**config.mk**
```make
export PLATFORM = sky130hd
export DESIGN_NAME = pipe_ctrl_stages
export DESIGN_NICKNAME = d
export VERILOG_FILES = /design/src/rtl/pipe_ctrl_pkg.sv /design/src/rtl/pipe_hazard_unit.sv /design/src/rtl/pipe_ctrl_stages.sv
export SDC_FILE = /design/constraint.sdc
export NUM_CORES = 1
export LEC_CHECK = 0
export CORE_AREA = 2 2 60 68
export CTS_CLUSTER_SIZE = 30
export DETAILED_ROUTE_END_ITERATION = 16
export DIE_AREA = 0 0 62 70
export PLACE_DENSITY = 0.87
export SLEW_MARGIN = 25
export SYNTH_ARGS = -nofsm -noshare
export SYNTH_HDL_FRONTEND = slang
export SYNTH_SLANG_ARGS = --single-unit
```
**constraint.sdc**
```tcl
create_clock -name clk -period 2.2 [get_ports clk]
set_input_delay 0.22 -clock clk [delete_from_list [all_inputs] [get_ports clk]]
set_output_delay 0.22 -clock clk [all_outputs]
set_load 0.01 [all_outputs]
```
**src/rtl/pipe_ctrl_pkg.sv**
```systemverilog
// Shared widths, bundle bit positions, ALUOp codes and forwarding selects for the
// pipeline control path.
package pipe_ctrl_pkg;

  localparam int unsigned REG_W = 5;
  localparam int unsigned EX_W  = 4;
  localparam int unsigned MEM_W = 3;
  localparam int unsigned WB_W  = 2;
  localparam int unsigned FWD_W = 2;

  // EX bundle {RegDst, ALUOp[1:0], ALUSrc}
  localparam int unsigned EX_REGDST   = 3;
  localparam int unsigned EX_ALUOP_HI = 2;
  localparam int unsigned EX_ALUOP_LO = 1;
  localparam int unsigned EX_ALUSRC   = 0;

  // MEM bundle {MemRead, MemWrite, Branch}
  localparam int unsigned MEM_MEMREAD  = 2;
  localparam int unsigned MEM_MEMWRITE = 1;
  localparam int unsigned MEM_BRANCH   = 0;

  // WB bundle {RegWrite, MemtoReg}
  localparam int unsigned WB_REGWRITE = 1;
  localparam int unsigned WB_MEMTOREG = 0;

  localparam logic [1:0] ALUOP_ADD   = 2'b00;
  localparam logic [1:0] ALUOP_SUB   = 2'b01;
  localparam logic [1:0] ALUOP_RTYPE = 2'b10;

  localparam logic [FWD_W-1:0] FWD_REGFILE = 2'b00;
  localparam logic [FWD_W-1:0] FWD_EXMEM   = 2'b10;
  localparam logic [FWD_W-1:0] FWD_MEMWB   = 2'b01;

  typedef struct packed {
    logic [REG_W-1:0] rs;
    logic [REG_W-1:0] rt;
    logic [REG_W-1:0] rd;
  } id_regs_t;

  // Register match that never fires on $0
  function automatic logic reg_match(input logic [REG_W-1:0] a, input logic [REG_W-1:0] b);
    return (a != REG_W'(0)) && (a == b);
  endfunction

endpackage

```
**src/rtl/pipe_hazard_unit.sv**
```systemverilog
// Combinational stall and forwarding-select logic.
// PIPE_CTRL_FWD_EN: defined = forwarding + load-use stall; undefined = no forwarding, RAW stalls.
module pipe_hazard_unit
  import pipe_ctrl_pkg::*;
(
  input  logic [REG_W-1:0]   id_rs,
  input  logic [REG_W-1:0]   id_rt,
  input  logic               ex_memread,
  input  logic               ex_regwrite,
  input  logic [REG_W-1:0]   ex_rs,
  input  logic [REG_W-1:0]   ex_rt,
  input  logic [REG_W-1:0]   ex_dst,
  input  logic               mem_regwrite,
  input  logic [REG_W-1:0]   mem_dst,
  input  logic               wb_regwrite,
  input  logic [REG_W-1:0]   wb_dst,
  input  logic               pc_src,
  output logic               stall_c,
  output logic [2*FWD_W-1:0] fwd_sel_c
);

  logic load_use;

  always_comb begin
    load_use = ex_memread && (reg_match(ex_rt, id_rs) || reg_match(ex_rt, id_rt));
  end

`ifdef PIPE_CTRL_FWD_EN

  logic [FWD_W-1:0] fwd_a;
  logic [FWD_W-1:0] fwd_b;
  logic             unused_nofwd;

  assign unused_nofwd = ^{ex_regwrite, ex_dst};

  // Youngest producer (EX/MEM) wins over MEM/WB
  always_comb begin
    fwd_a = FWD_REGFILE;
    fwd_b = FWD_REGFILE;
    if (mem_regwrite && reg_match(mem_dst, ex_rs)) begin
      fwd_a = FWD_EXMEM;
    end else if (wb_regwrite && reg_match(wb_dst, ex_rs)) begin
      fwd_a = FWD_MEMWB;
    end
    if (mem_regwrite && reg_match(mem_dst, ex_rt)) begin
      fwd_b = FWD_EXMEM;
    end else if (wb_regwrite && reg_match(wb_dst, ex_rt)) begin
      fwd_b = FWD_MEMWB;
    end
  end

  always_comb begin
    stall_c   = load_use && !pc_src;
    fwd_sel_c = {fwd_a, fwd_b};
  end

`else

  logic raw_ex;
  logic raw_mem;
  logic unused_fwd;

  assign unused_fwd = ^{ex_rs, wb_regwrite, wb_dst};

  // Without bypassing, ID must wait until producers in EX and MEM reach WB
  always_comb begin
    raw_ex    = ex_regwrite && (reg_match(ex_dst, id_rs) || reg_match(ex_dst, id_rt));
    raw_mem   = mem_regwrite && (reg_match(mem_dst, id_rs) || reg_match(mem_dst, id_rt));
    stall_c   = (load_use || raw_ex || raw_mem) && !pc_src;
    fwd_sel_c = '0;
  end

`endif

endmodule

```
**src/rtl/pipe_ctrl_stages.sv**
```systemverilog
// ID/EX, EX/MEM and MEM/WB control registers with bubble/flush insertion.
// Forwarding is enabled with PIPE_CTRL_FWD_EN (see pipe_hazard_unit).
module pipe_ctrl_stages
  import pipe_ctrl_pkg::*;
(
  input  logic                 clk,
  input  logic                 rst,
  input  logic [EX_W-1:0]      ex_in,
  input  logic [MEM_W-1:0]     mem_in,
  input  logic [WB_W-1:0]      wb_in,
  input  logic                 jump_in,
  input  logic [3*REG_W-1:0]   id_regs,
  input  logic                 alu_zero,
  output logic [EX_W-1:0]      ex_ctrl,
  output logic [1:0]           mem_ctrl,
  output logic                 pc_src,
  output logic [WB_W-1:0]      wb_ctrl,
  output logic [REG_W-1:0]     wb_dst,
  output logic                 stall,
  output logic                 flush_ifid,
  output logic [2*FWD_W-1:0]   fwd_sel
);

  id_regs_t         id_r;
  logic [MEM_W-1:0] id_mem_c;
  logic             squash_idex;

  logic [EX_W-1:0]  idex_ex;
  logic [MEM_W-1:0] idex_mem;
  logic [WB_W-1:0]  idex_wb;
  id_regs_t         idex_regs;
  logic [REG_W-1:0] ex_dst;

  logic [1:0]       exmem_mem;
  logic             exmem_branch;
  logic             exmem_zero;
  logic [WB_W-1:0]  exmem_wb;
  logic [REG_W-1:0] exmem_dst;

  logic [WB_W-1:0]  memwb_wb;
  logic [REG_W-1:0] memwb_dst;

  logic             stall_c;
  logic             pc_src_c;
  logic [2*FWD_W-1:0] fwd_sel_c;

  assign id_r = id_regs_t'(id_regs);

  // Decoder flags J/JR as Branch; only real branches may reach the MEM resolve
  always_comb begin
    id_mem_c             = mem_in;
    id_mem_c[MEM_BRANCH] = mem_in[MEM_BRANCH] & ~jump_in;
    squash_idex          = stall_c | pc_src_c;
  end

  always_comb begin
    ex_dst = idex_ex[EX_REGDST] ? idex_regs.rd : idex_regs.rt;
  end

  // ID/EX: register fields always captured, control zeroed on bubble or flush
  always_ff @(posedge clk or posedge rst) begin
    if (rst) begin
      idex_ex   <= '0;
      idex_mem  <= '0;
      idex_wb   <= '0;
      idex_regs <= '0;
    end else begin
      idex_regs <= id_r;
      if (squash_idex) begin
        idex_ex  <= '0;
        idex_mem <= '0;
        idex_wb  <= '0;
      end else begin
        idex_ex  <= ex_in;
        idex_mem <= id_mem_c;
        idex_wb  <= wb_in;
      end
    end
  end

  // EX/MEM: a taken branch kills the instruction behind it
  always_ff @(posedge clk or posedge rst) begin
    if (rst) begin
      exmem_mem    <= '0;
      exmem_branch <= 1'b0;
      exmem_zero   <= 1'b0;
      exmem_wb     <= '0;
      exmem_dst    <= '0;
    end else begin
      exmem_zero <= alu_zero;
      exmem_dst  <= ex_dst;
      if (pc_src_c) begin
        exmem_mem    <= '0;
        exmem_branch <= 1'b0;
        exmem_wb     <= '0;
      end else begin
        exmem_mem    <= {idex_mem[MEM_MEMREAD], idex_mem[MEM_MEMWRITE]};
        exmem_branch <= idex_mem[MEM_BRANCH];
        exmem_wb     <= idex_wb;
      end
    end
  end

  always_ff @(posedge clk or posedge rst) begin
    if (rst) begin
      memwb_wb  <= '0;
      memwb_dst <= '0;
    end else begin
      memwb_wb  <= exmem_wb;
      memwb_dst <= exmem_dst;
    end
  end

  assign pc_src_c = exmem_branch & exmem_zero;

  pipe_hazard_unit u_hazard (
    .id_rs        (id_r.rs),
    .id_rt        (id_r.rt),
    .ex_memread   (idex_mem[MEM_MEMREAD]),
    .ex_regwrite  (idex_wb[WB_REGWRITE]),
    .ex_rs        (idex_regs.rs),
    .ex_rt        (idex_regs.rt),
    .ex_dst       (ex_dst),
    .mem_regwrite (exmem_wb[WB_REGWRITE]),
    .mem_dst      (exmem_dst),
    .wb_regwrite  (memwb_wb[WB_REGWRITE]),
    .wb_dst       (memwb_dst),
    .pc_src       (pc_src_c),
    .stall_c      (stall_c),
    .fwd_sel_c    (fwd_sel_c)
  );

  // jump_in is a raw ID input, so flush is gated to keep reset outputs quiet
  always_comb begin
    ex_ctrl    = idex_ex;
    mem_ctrl   = exmem_mem;
    pc_src     = pc_src_c;
    wb_ctrl    = memwb_wb;
    wb_dst     = memwb_dst;
    stall      = stall_c;
    flush_ifid = ~rst & (pc_src_c | (jump_in & ~stall_c));
    fwd_sel    = fwd_sel_c;
  end

endmodule

```
==> results of run 1 <==
path summary, 6_finish.rpt:
kind | end | slack, ns
setup / recovery | flush_ifid | -0.22
max in group asynchronous | idex_regs[1]$_DFF_PP0_ | 1.46
hold reg to reg | wb_ctrl[0]$_DFF_PP0_ | 0.35
setup reg to reg | idex_wb[0]$_DFF_PP0_ | 0.15
min in group asynchronous | idex_mem[0]$_DFF_PP0_ | 0.42
hold / removal | wb_ctrl[0]$_DFF_PP0_ | 0.35
synthesized netlist by cell type (all sizes together):
cell type  number
dfrtp          37
xor2           16
nor3           15
xnor2          14
nand2          10
buf             8
inv             6
and2            5
mux2i           4
nand3           4
o21ai           3
a31oi           2
or4             2
a21oi           1
clkbuf          1
conb            1
mux2            1
nand3b          1
nand4           1
o21a            1
o22ai           1
o32ai           1
through the flow:
stage | utilization, % | hold slack (ns)
finish | 64.4 | 0.349
global route | 64.4 | 0.359
CTS | 64.4 | 0.349
detailed placement | 60.0 | 0.336
global placement | 60.0 | 0.332
floorplan | - | 0.251
cell families after synthesis:
family                    Yosys count
and+or+nand+nor                    38
other                               1
buffers and inverters              15
xor gates and xnor gates           30
DFF                                37
AOI/OAI and AO/OA                   9
muxes                               5
per-layer routing:
layer  vias up  wire length [um]  share of wire (%)
li1        581                 -                  -
met1       591              1420                 39
met2        52              1870                 51
met3        16               220                6.0
met4         0               175                4.7
met5         -                 0                  0
cell type report:
class                           count  area [um^2]  share of cell area, %
Clock buffer                        6         82.6                   3.42
Clock inverter                      2         37.5                   1.55
Inverter                            6         22.5                  0.932
Multi-Input combinational cell     86          641                   26.5
Sequential cell                    37          926                   38.3
Tap cell                           52         65.1                   2.69
Timing Repair Buffer               71          643                   26.6
sequential cells by signal, indices dropped and copies added (netlist names):
signal and count:
exmem_dst 5, ex_ctrl 4, idex_mem 3, mem_ctrl 2, idex_wb 2, exmem_wb 2, idex_regs 10, wb_ctrl 2
exmem_branch 1, wb_dst 5, exmem_zero 1
power by group through the flow:
stage               Clock, W  Sequential (W)  Combinational [W]
detailed placement         0        0.000787           0.000392
global placement           0        0.000785           0.000383
floorplan                  0        0.000802           0.000174
global route        0.000647        0.000780           0.000443
CTS                 0.000628        0.000774           0.000408
finish              0.000610        0.000773           0.000411
worst max-delay path: cells and delay by family, from the launching register on:
family,cells,cell delay [ns]
buf+inv,2,0.34
compound gates,3,0.57
simple gates,2,0.40
flops,1,0.42
xor+xnor,1,0.16
timing repair:
action / CTS / global route
buffers inserted: 4 / 0
pin swaps: 4 / 1
gates resized for setup: 13 / 0
setup endpoints to repair: 2 / 3
==> flow_summary.yaml, run 1 <==
placed_design:
  place_congestion: 0.899
  hpwl_um: 2540
  dp.cells: 248
  portBuffers: 43
  place_ws_ns: -0.414
  place_area_mm2: 0.00225
global_routing:
  grt-busiest-layer: "met2"
  antenna_found_initial: 0
  grt_use_total_pct: 19.5
  grt_overflow_total: 0
  grt_use_met2_pct: 29.9
  first_global_vias: 1242
  grt_start_max_net_pins: 38
  met1_usage_pct: 22.5
  grt_pass1_wl_um: 5870
  use_met3_pct: 5.19
route:
  num_vias: 1240
  wl_per_cell_um: 14.2
  firstDrtPassIters: 4
  drt_iter0_markers: 36
  viasPerCell: 4.77
  antenna_left: 0
  drc: 0
  drt_wl_total_um: 3690
yosys:
  synth_warnings: 0
  synth_compound_area_share_pct: 3.63
  yosys-top-cells-area: "dfrtp_1 57%, xor2_1 8.6%, xnor2_1 7.6%"
  synth_top_family_by_area: "XOR/XNOR gates"
  ys_ff_latch: 37
  synth.area.mux_share_pct: 4.94
  syn_avg_cell_area_um2: 12.0
  yosysSeqAreaShare_pct: 57.1
  netlist.area_leader.share_pct: 57.1
  synth_cell_types: 27
  syn_area_mm2: 0.00162
  synth_top_area_cell: "dfrtp_1"
  synthSimpleGateAreaFrac_pct: 12.2
  synthAdderAreaFrac_pct: 0
  synthXorXnorAreaFrac_pct: 16.2
  synthCells: 135
critical_path:
  setup.worst_path.end_class: "output pin"
  rr_worst_depth: 10
  arrival_ns: 2.20
  crit_type: "reg -> out"
  critPathRequiredTime_ns: 1.98
  reg2reg_from: "ex_ctrl[3]$_DFF_PP0_"
  start_kind: "flip-flop"
  critPathMaxStageDelay_ns: 0.42
  crit_fanout: 4
  path_cells: "buf_4, xnor2_1, nand3_1, nor3_1, a31oi_1, o22ai_2, o32ai_2, buf_2"
  crit_slowest_cell: "dfrtp_1"
  cp-startpoint: "idex_regs[9]$_DFF_PP0_"
sta:
  fin_worst_skew_ns: 0.00876
  slew_viol_final: 0
  fin_ws_ns: -0.216
  rsz0062_at_grt: "true"
  setup_viol: 2
  final_hold_viol_count: 0
  finalCriticalPeriod_ns: 2.42
  fmax_mhz: 414
  fin_tns_setup_ns: -0.388
  min_period_over_period_pct: 110
power:
  max-vdd-ir-drop_mv: 0.507
  p_total_w: 0.00179
  power_switching_w: 0.000452
  pwr-share-clk_pct: 34.0
  netSwitchingFraction_pct: 25.2
  p_int_w: 0.00134
  powerDensity_mw_per_mm2: 742
  p_comb_share_pct: 22.9
  p_leak_nw: 1.08
  pwr-share-seq_pct: 43.1
floorplan:
  placementRows: 24
  die_area_mm2: 0.00434
  coreArea_mm2: 0.00375
  fp.dieW_um: 62
  initial_core_util_pct: 43.2
  num_io_pins: 48
  die-height_um: 70
layout:
  area_delta_synth_final_pct: 49.2
  fillers: 292
  mostFrequentLayoutCells: "41 x clkdlybuf4s50_1, 37 x dfrtp_1, 27 x buf_4, 15 x xor2_1, 14 x xnor2_1"
  finish.instance_area_mm2: 0.00242
  final_common_cell: "clkdlybuf4s50_1"
  nets: 235
  drive_gt1_share_pct: 22.6
  instances_no_fill: 260
  antenna_cells: 0
clock_tree:
  clock_path_buffers: 2
  cts_buffers: 5
  cts_hold_buf: 0
  root_buffer: "clkbuf_8"
  cts.sinks: 37
  htreeDepth: 2
  clk_latency_ns: 0.29
  clk_pin_slew_worst_paths_ns: 0.07
  tritoncts: "built"
min_path:
  worstHoldPathType: "reg -> reg"
  hold_start: "exmem_wb[0]$_DFF_PP0_"
  whs_path_depth: 0
flow_run:
  maxCapViolCount: 0
outcome:
  violations: "setup timing"
  status: "finished with violations"
Power figures use the tool's default switching activity.
==> run 2: changes to the inputs <==
Settings changed: CORE_AREA 2 2 60 68 to 5 5 63 71, DIE_AREA 0 0 62 70 to 0 0 68 76.
==> run 2 against run 1 <==
Net effect: cell count is 0.77% lower; die area is 19% higher; highest routed layer unchanged; the run still ends with setup timing left; global-route usage is 5.0 points lower; critical endpoint is now stall; flip-flop and latch count stayed put.
==> flow_summary.yaml, run 2 (synthesis results as in run 1) <==
sta:
  rsz0062_at_grt: "true"
  fin_tns_setup_ns: -0.356
  min_period_over_period_pct: 108
  slew_viol_final: 0
  final_hold_viol_count: 0
  fin_ws_ns: -0.185
  setup_viol: 2
  fmax_mhz: 419
  fin_worst_skew_ns: 0.00635
  finalCriticalPeriod_ns: 2.39
  hold-worst-slack_ns: 0.351
clock_tree:
  clk_latency_ns: 0.29
  clk_pin_slew_worst_paths_ns: 0.07
  cts.sinks: 37
  tritoncts: "built"
  cts_buffers: 5
  htreeDepth: 2
  cts_hold_buf: 0
  clock_path_buffers: 2
  root_buffer: "clkbuf_8"
outcome:
  violations: "setup timing"
  status: "finished with violations"
layout:
  largest_reg_flops: 10
  area_delta_synth_final_pct: 48.0
  nets: 233
  drive_gt1_share_pct: 21.8
  largest_register: "idex_regs"
  mostFrequentLayoutCells: "41 x clkdlybuf4s50_1, 37 x dfrtp_1, 25 x buf_4, 15 x xor2_1, 14 x xnor2_1"
  fin_util_pct: 63.9
  antenna_cells: 0
  final_common_cell: "clkdlybuf4s50_1"
global_routing:
  grt_start_max_net_pins: 38
  first_global_vias: 1220
  grt_pass1_wl_um: 5510
  antenna_found_initial: 0
  grt_overflow_total: 0
  grt_use_total_pct: 14.5
power:
  p_leak_nw: 1.06
  p_total_w: 0.00178
  powerDensity_mw_per_mm2: 742
  max-vdd-ir-drop_mv: 0.518
critical_path:
  path_cells: "buf_12, mux2_4, xor2_2, nor3_2, nand3_1, a21oi_2, buf_4, o21a_1, buf_2"
  start_kind: "flip-flop"
  crit_slowest_cell: "dfrtp_1"
  rr_worst_depth: 10
  setup.worst_path.end_class: "output pin"
  crit_type: "reg -> out"
  crit_fanout: 6
  critPathMaxStageDelay_ns: 0.40
  critPathRequiredTime_ns: 1.98
  reg2reg_from: "ex_ctrl[3]$_DFF_PP0_"
  arrival_ns: 2.17
  timing.rr.end: "idex_mem[1]$_DFF_PP0_"
  r2r_slack_ns: 0.13
route:
  drc: 0
  viasPerCell: 4.68
  wl_per_cell_um: 13.1
  num_vias: 1208
  drt_iter0_markers: 38
  antenna_left: 0
  firstDrtPassIters: 4
  drt_wl_total_um: 3380
placed_design:
  place_congestion: 0.896
  place_ws_ns: -0.366
  hpwl_um: 2540
  portBuffers: 43
min_path:
  hold_start: "exmem_wb[0]$_DFF_PP0_"
  worstHoldPathType: "reg -> reg"
  whs_path_depth: 0
  min_to: "wb_ctrl[0]$_DFF_PP0_"
floorplan:
  initial_core_util_pct: 43.2
  coreArea_mm2: 0.00375
  die_area_mm2: 0.00517
  num_io_pins: 48
  die-height_um: 76
  placementRows: 24
  fp.dieW_um: 68
flow_run:
  maxCapViolCount: 0
-- run 2: changes by cell type in the layout (fill, tap and decap cells not counted), sizes merged --
cell / change
buf: -2
-- run 2: power breakdown --
| group | internal (W) | total [W] | switching, W |
|---|---|---|---|
| logic | 0.000228 | 0.000400 | 0.000171 |
| clock network | 0.000368 | 0.000608 | 0.000240 |
| registers | 0.000745 | 0.000773 | 0.0000285 |
| total | 0.00134 | 0.00178 | 0.000439 |
-- run 2: how the worst max path moves through the flow --
stage / start / to / depth (start not counted)
after floorplan: ex_ctrl[3]$_DFF_PP0_ / flush_ifid / 6
after global placement: id_regs[7] / stall / 7
after detailed placement: id_regs[14] / stall / 8
after CTS: ex_ctrl[3]$_DFF_PP0_ / stall / 9
after global routing: ex_ctrl[3]$_DFF_PP0_ / stall / 9
final: ex_ctrl[3]$_DFF_PP0_ / stall / 9
-- run 2: timing repair --
item	CTS	global route
endpoints found under the setup margin	2	2
buffers inserted	2	1
pin swaps	4	2
gates resized for setup	9	4
-- run 2: layout make-up --
| type | instances | area (um^2) |
|---|---|---|
| tap | 52 | 65.1 |
| timing repair buffer | 69 | 628 |
| inverter | 6 | 22.5 |
| fill | 294 | 1360 |
| clock buffer | 6 | 82.6 |
| clock inverter | 2 | 37.5 |
| sequential | 37 | 926 |
| multi-input combinational | 86 | 637 |
-- run 2: stage by stage --
stage | std cells | cell area, um^2
global route | 258 | 2400
CTS | 257 | 2370
detailed placement | 247 | 2240
floorplan | 138 | 1630
global placement | 247 | 2240
finish | 258 | 2400
-- run 2: metal layers --
layer  global-route usage, %  up-vias  part of all wire (%)
li1                        -      577                     -
met1                    16.4      583                    39
met2                    23.2       39                    51
met3                    5.75        9                   7.3
met4                    7.16        0                   2.9
met5                       0        -                     0
-- run 2: critical path, delay by kind of cell (launching register included) --
family	cells	cell delay, ns
flops	1	0.40
mux	1	0.33
xor+xnor	1	0.15
simple gates	2	0.28
compound gates	2	0.28
buf+inv	3	0.41
==> run 3: changes to the inputs <==
--- a/config.mk
+++ b/config.mk
@@ -8,3 +8,3 @@
 export CORE_AREA = 5 5 63 71
-export CTS_CLUSTER_SIZE = 30
+export CTS_CLUSTER_SIZE = 10
 export DETAILED_ROUTE_END_ITERATION = 16
==> constraint.sdc (replaced) <==
create_clock -name clk -period 2.2 [get_ports clk]
set_input_delay 0.33 -clock clk [delete_from_list [all_inputs] [get_ports clk]]
set_output_delay 0.33 -clock clk [all_outputs]
set_load 0.01 [all_outputs]
==> run 3 against run 2 <==
Net effect: the flow still finishes with violations (setup timing); critical path depth is 1 higher; total power up 1.3%; die area did not move; cell count up 2.3%; maximum frequency fell by 4.6%; first-iteration DRC count decreased by 16%; non-clock buffer count grew 6; clock-buffer cell count unchanged; sequential power hardly changed; worst setup slack got worse by 0.12 ns; hold slack got worse by 0.00083 ns; register-to-register slack about the same; critical endpoint unchanged; largest cell class unchanged; highest routed layer unchanged.
==> flow_summary.yaml, run 3 (synthesis results as in run 1) <==
outcome:
  status: "finished with violations"
  violations: "setup timing"
power:
  max-vdd-ir-drop_mv: 0.569
  powerDensity_mw_per_mm2: 731
  pwr-share-clk_pct: 33.3
  netSwitchingFraction_pct: 24.6
  p_comb_share_pct: 23.7
  power_switching_w: 0.000444
  p_leak_nw: 1.10
  p_total_w: 0.00180
  pwr-share-seq_pct: 43.0
  p_int_w: 0.00136
sta:
  fin_ws_ns: -0.301
  slew_viol_final: 0
  fmax_mhz: 400
  setup_viol: 2
  fin_worst_skew_ns: 0.00545
  finalCriticalPeriod_ns: 2.50
  fin_tns_setup_ns: -0.592
  rsz0062_at_grt: "true"
  final_hold_viol_count: 0
  min_period_over_period_pct: 114
floorplan:
  die_area_mm2: 0.00517
  num_io_pins: 48
  fp.dieW_um: 68
  die-height_um: 76
  coreArea_mm2: 0.00375
  initial_core_util_pct: 43.2
  placementRows: 24
critical_path:
  critPathBufInv: 5
  rr_worst_depth: 11
  crit_fanout: 5
  timing.rr.end: "idex_mem[1]$_DFF_PP0_"
  critPathRequiredTime_ns: 1.87
  crit_type: "reg -> out"
  path_cells: "buf_12, buf_6, mux2i_2, buf_4, xor2_2, nand3_1, a21oi_2, buf_4, o21a_1, buf_2"
  crit_slowest_cell: "dfrtp_1"
  cp_common_cell: "buf_4"
  start_kind: "flip-flop"
  arrival_ns: 2.17
  crit_family: "buffers and inverters"
  r2r_slack_ns: 0.13
  setup.worst_path.end_class: "output pin"
  reg2reg_from: "ex_ctrl[3]$_DFF_PP0_"
  critPathMaxStageDelay_ns: 0.40
route:
  viasPerCell: 4.57
  dr.max_layer_used: "met4"
  drc: 0
  wl_met3_um: 254
  wl_per_cell_um: 13.7
  route.met2.wl_um: 1820
  antenna_left: 0
  drt_wl_total_um: 3610
  firstDrtPassIters: 4
  drt_iter0_markers: 32
  met1_length_um: 1430
  num_vias: 1207
clock_tree:
  root_buffer: "clkbuf_8"
  clk_pin_slew_worst_paths_ns: 0.07
  cts.sinks: 37
  htreeDepth: 2
  tritoncts: "built"
  clock_path_buffers: 2
  cts_buffers: 5
  clk_latency_ns: 0.29
layout:
  antenna_cells: 0
  largest_register: "idex_regs"
  instances_no_fill: 264
  area_delta_synth_final_pct: 52.4
  final_common_cell: "clkdlybuf4s50_1"
  largest_reg_flops: 10
  mostFrequentLayoutCells: "41 x clkdlybuf4s50_1, 37 x dfrtp_1, 30 x buf_4"
  nets: 239
  drive_gt1_share_pct: 25.0
min_path:
  whs_path_depth: 0
  min_to: "wb_ctrl[0]$_DFF_PP0_"
  worstHoldPathType: "reg -> reg"
  hold_start: "exmem_wb[0]$_DFF_PP0_"
placed_design:
  portBuffers: 43
  hpwl_um: 2610
  place_congestion: 0.874
  dp.cells: 249
global_routing:
  antenna_found_initial: 0
  first_global_vias: 1277
  grt_pass1_wl_um: 5750
  grt_use_total_pct: 15.4
  grt_start_max_net_pins: 38
  grt_overflow_total: 0
flow_run:
  maxCapViolCount: 0
==> run 3: worst max-delay path by stage <==
| stage | startpoint | to | cells after the start |
|---|---|---|---|
| 6_report | ex_ctrl[3]$_DFF_PP0_ | stall | 10 |
| 5_1_grt | ex_ctrl[3]$_DFF_PP0_ | stall | 10 |
| 4_1_cts | ex_ctrl[3]$_DFF_PP0_ | stall | 9 |
| 3_5_place_dp | id_regs[10] | stall | 8 |
| 3_3_place_gp | id_regs[7] | stall | 7 |
| 2_1_floorplan | ex_ctrl[3]$_DFF_PP0_ | flush_ifid | 6 |
==> run 3: power groups by stage <==
stage / clock, W / sequential, W / combinational, W
4_1_cts: 0.000614 / 0.000773 / 0.000410
5_1_grt: 0.000648 / 0.000783 / 0.000461
3_5_place_dp: 0 / 0.000786 / 0.000399
2_1_floorplan: 0 / 0.000802 / 0.000174
3_3_place_gp: 0 / 0.000784 / 0.000392
6_report: 0.000601 / 0.000775 / 0.000428
==> run 3: timing repair <==
action                                  4_1_cts  5_1_grt
buffers inserted                              6        1
hold buffers                                  0        0
endpoints found under the hold margin         0        0
resized for setup                            10        8
pin swaps                                     3        5
endpoints found under the setup margin        2        2
==> run 3: metal layers <==
| layer | GRT usage (%) | vias to the layer above |
|---|---|---|
| li1 | - | 586 |
| met1 | 16.8 | 572 |
| met2 | 24.6 | 39 |
| met3 | 6.49 | 10 |
| met4 | 7.95 | 0 |
| met5 | 0 | - |
==> run 3: per-stage QoR <==
step	instance area, um^2	utilization, %	hold slack (ns)	worst slack (ns)
detailed placement	2260	60.2	0.337	-0.629
floorplan	1630	-	0.331	0.196
global route	2470	65.8	0.360	-0.414
finish	2470	65.8	0.350	-0.301
global placement	2260	60.2	0.332	-0.585
CTS	2420	64.5	0.354	-0.304
==> run 3: area by class of cell <==
class / count / area [um^2]
inverter: 6 / 22.5
fill: 280 / 1280
clock inverter: 2 / 37.5
timing repair buffer: 75 / 677
multi-input combinational: 86 / 659
sequential: 37 / 926
tap: 52 / 65.1
clock buffer: 6 / 82.6
==> run 3: worst register-to-register path, delay by kind of cell (launching register included) <==
| family | cells | cell delay [ns] |
|---|---|---|
| flops | 1 | 0.40 |
| mux | 1 | 0.22 |
| xor+xnor | 1 | 0.15 |
| buf+inv | 6 | 0.83 |
| compound gates | 1 | 0.18 |
| simple gates | 2 | 0.18 |
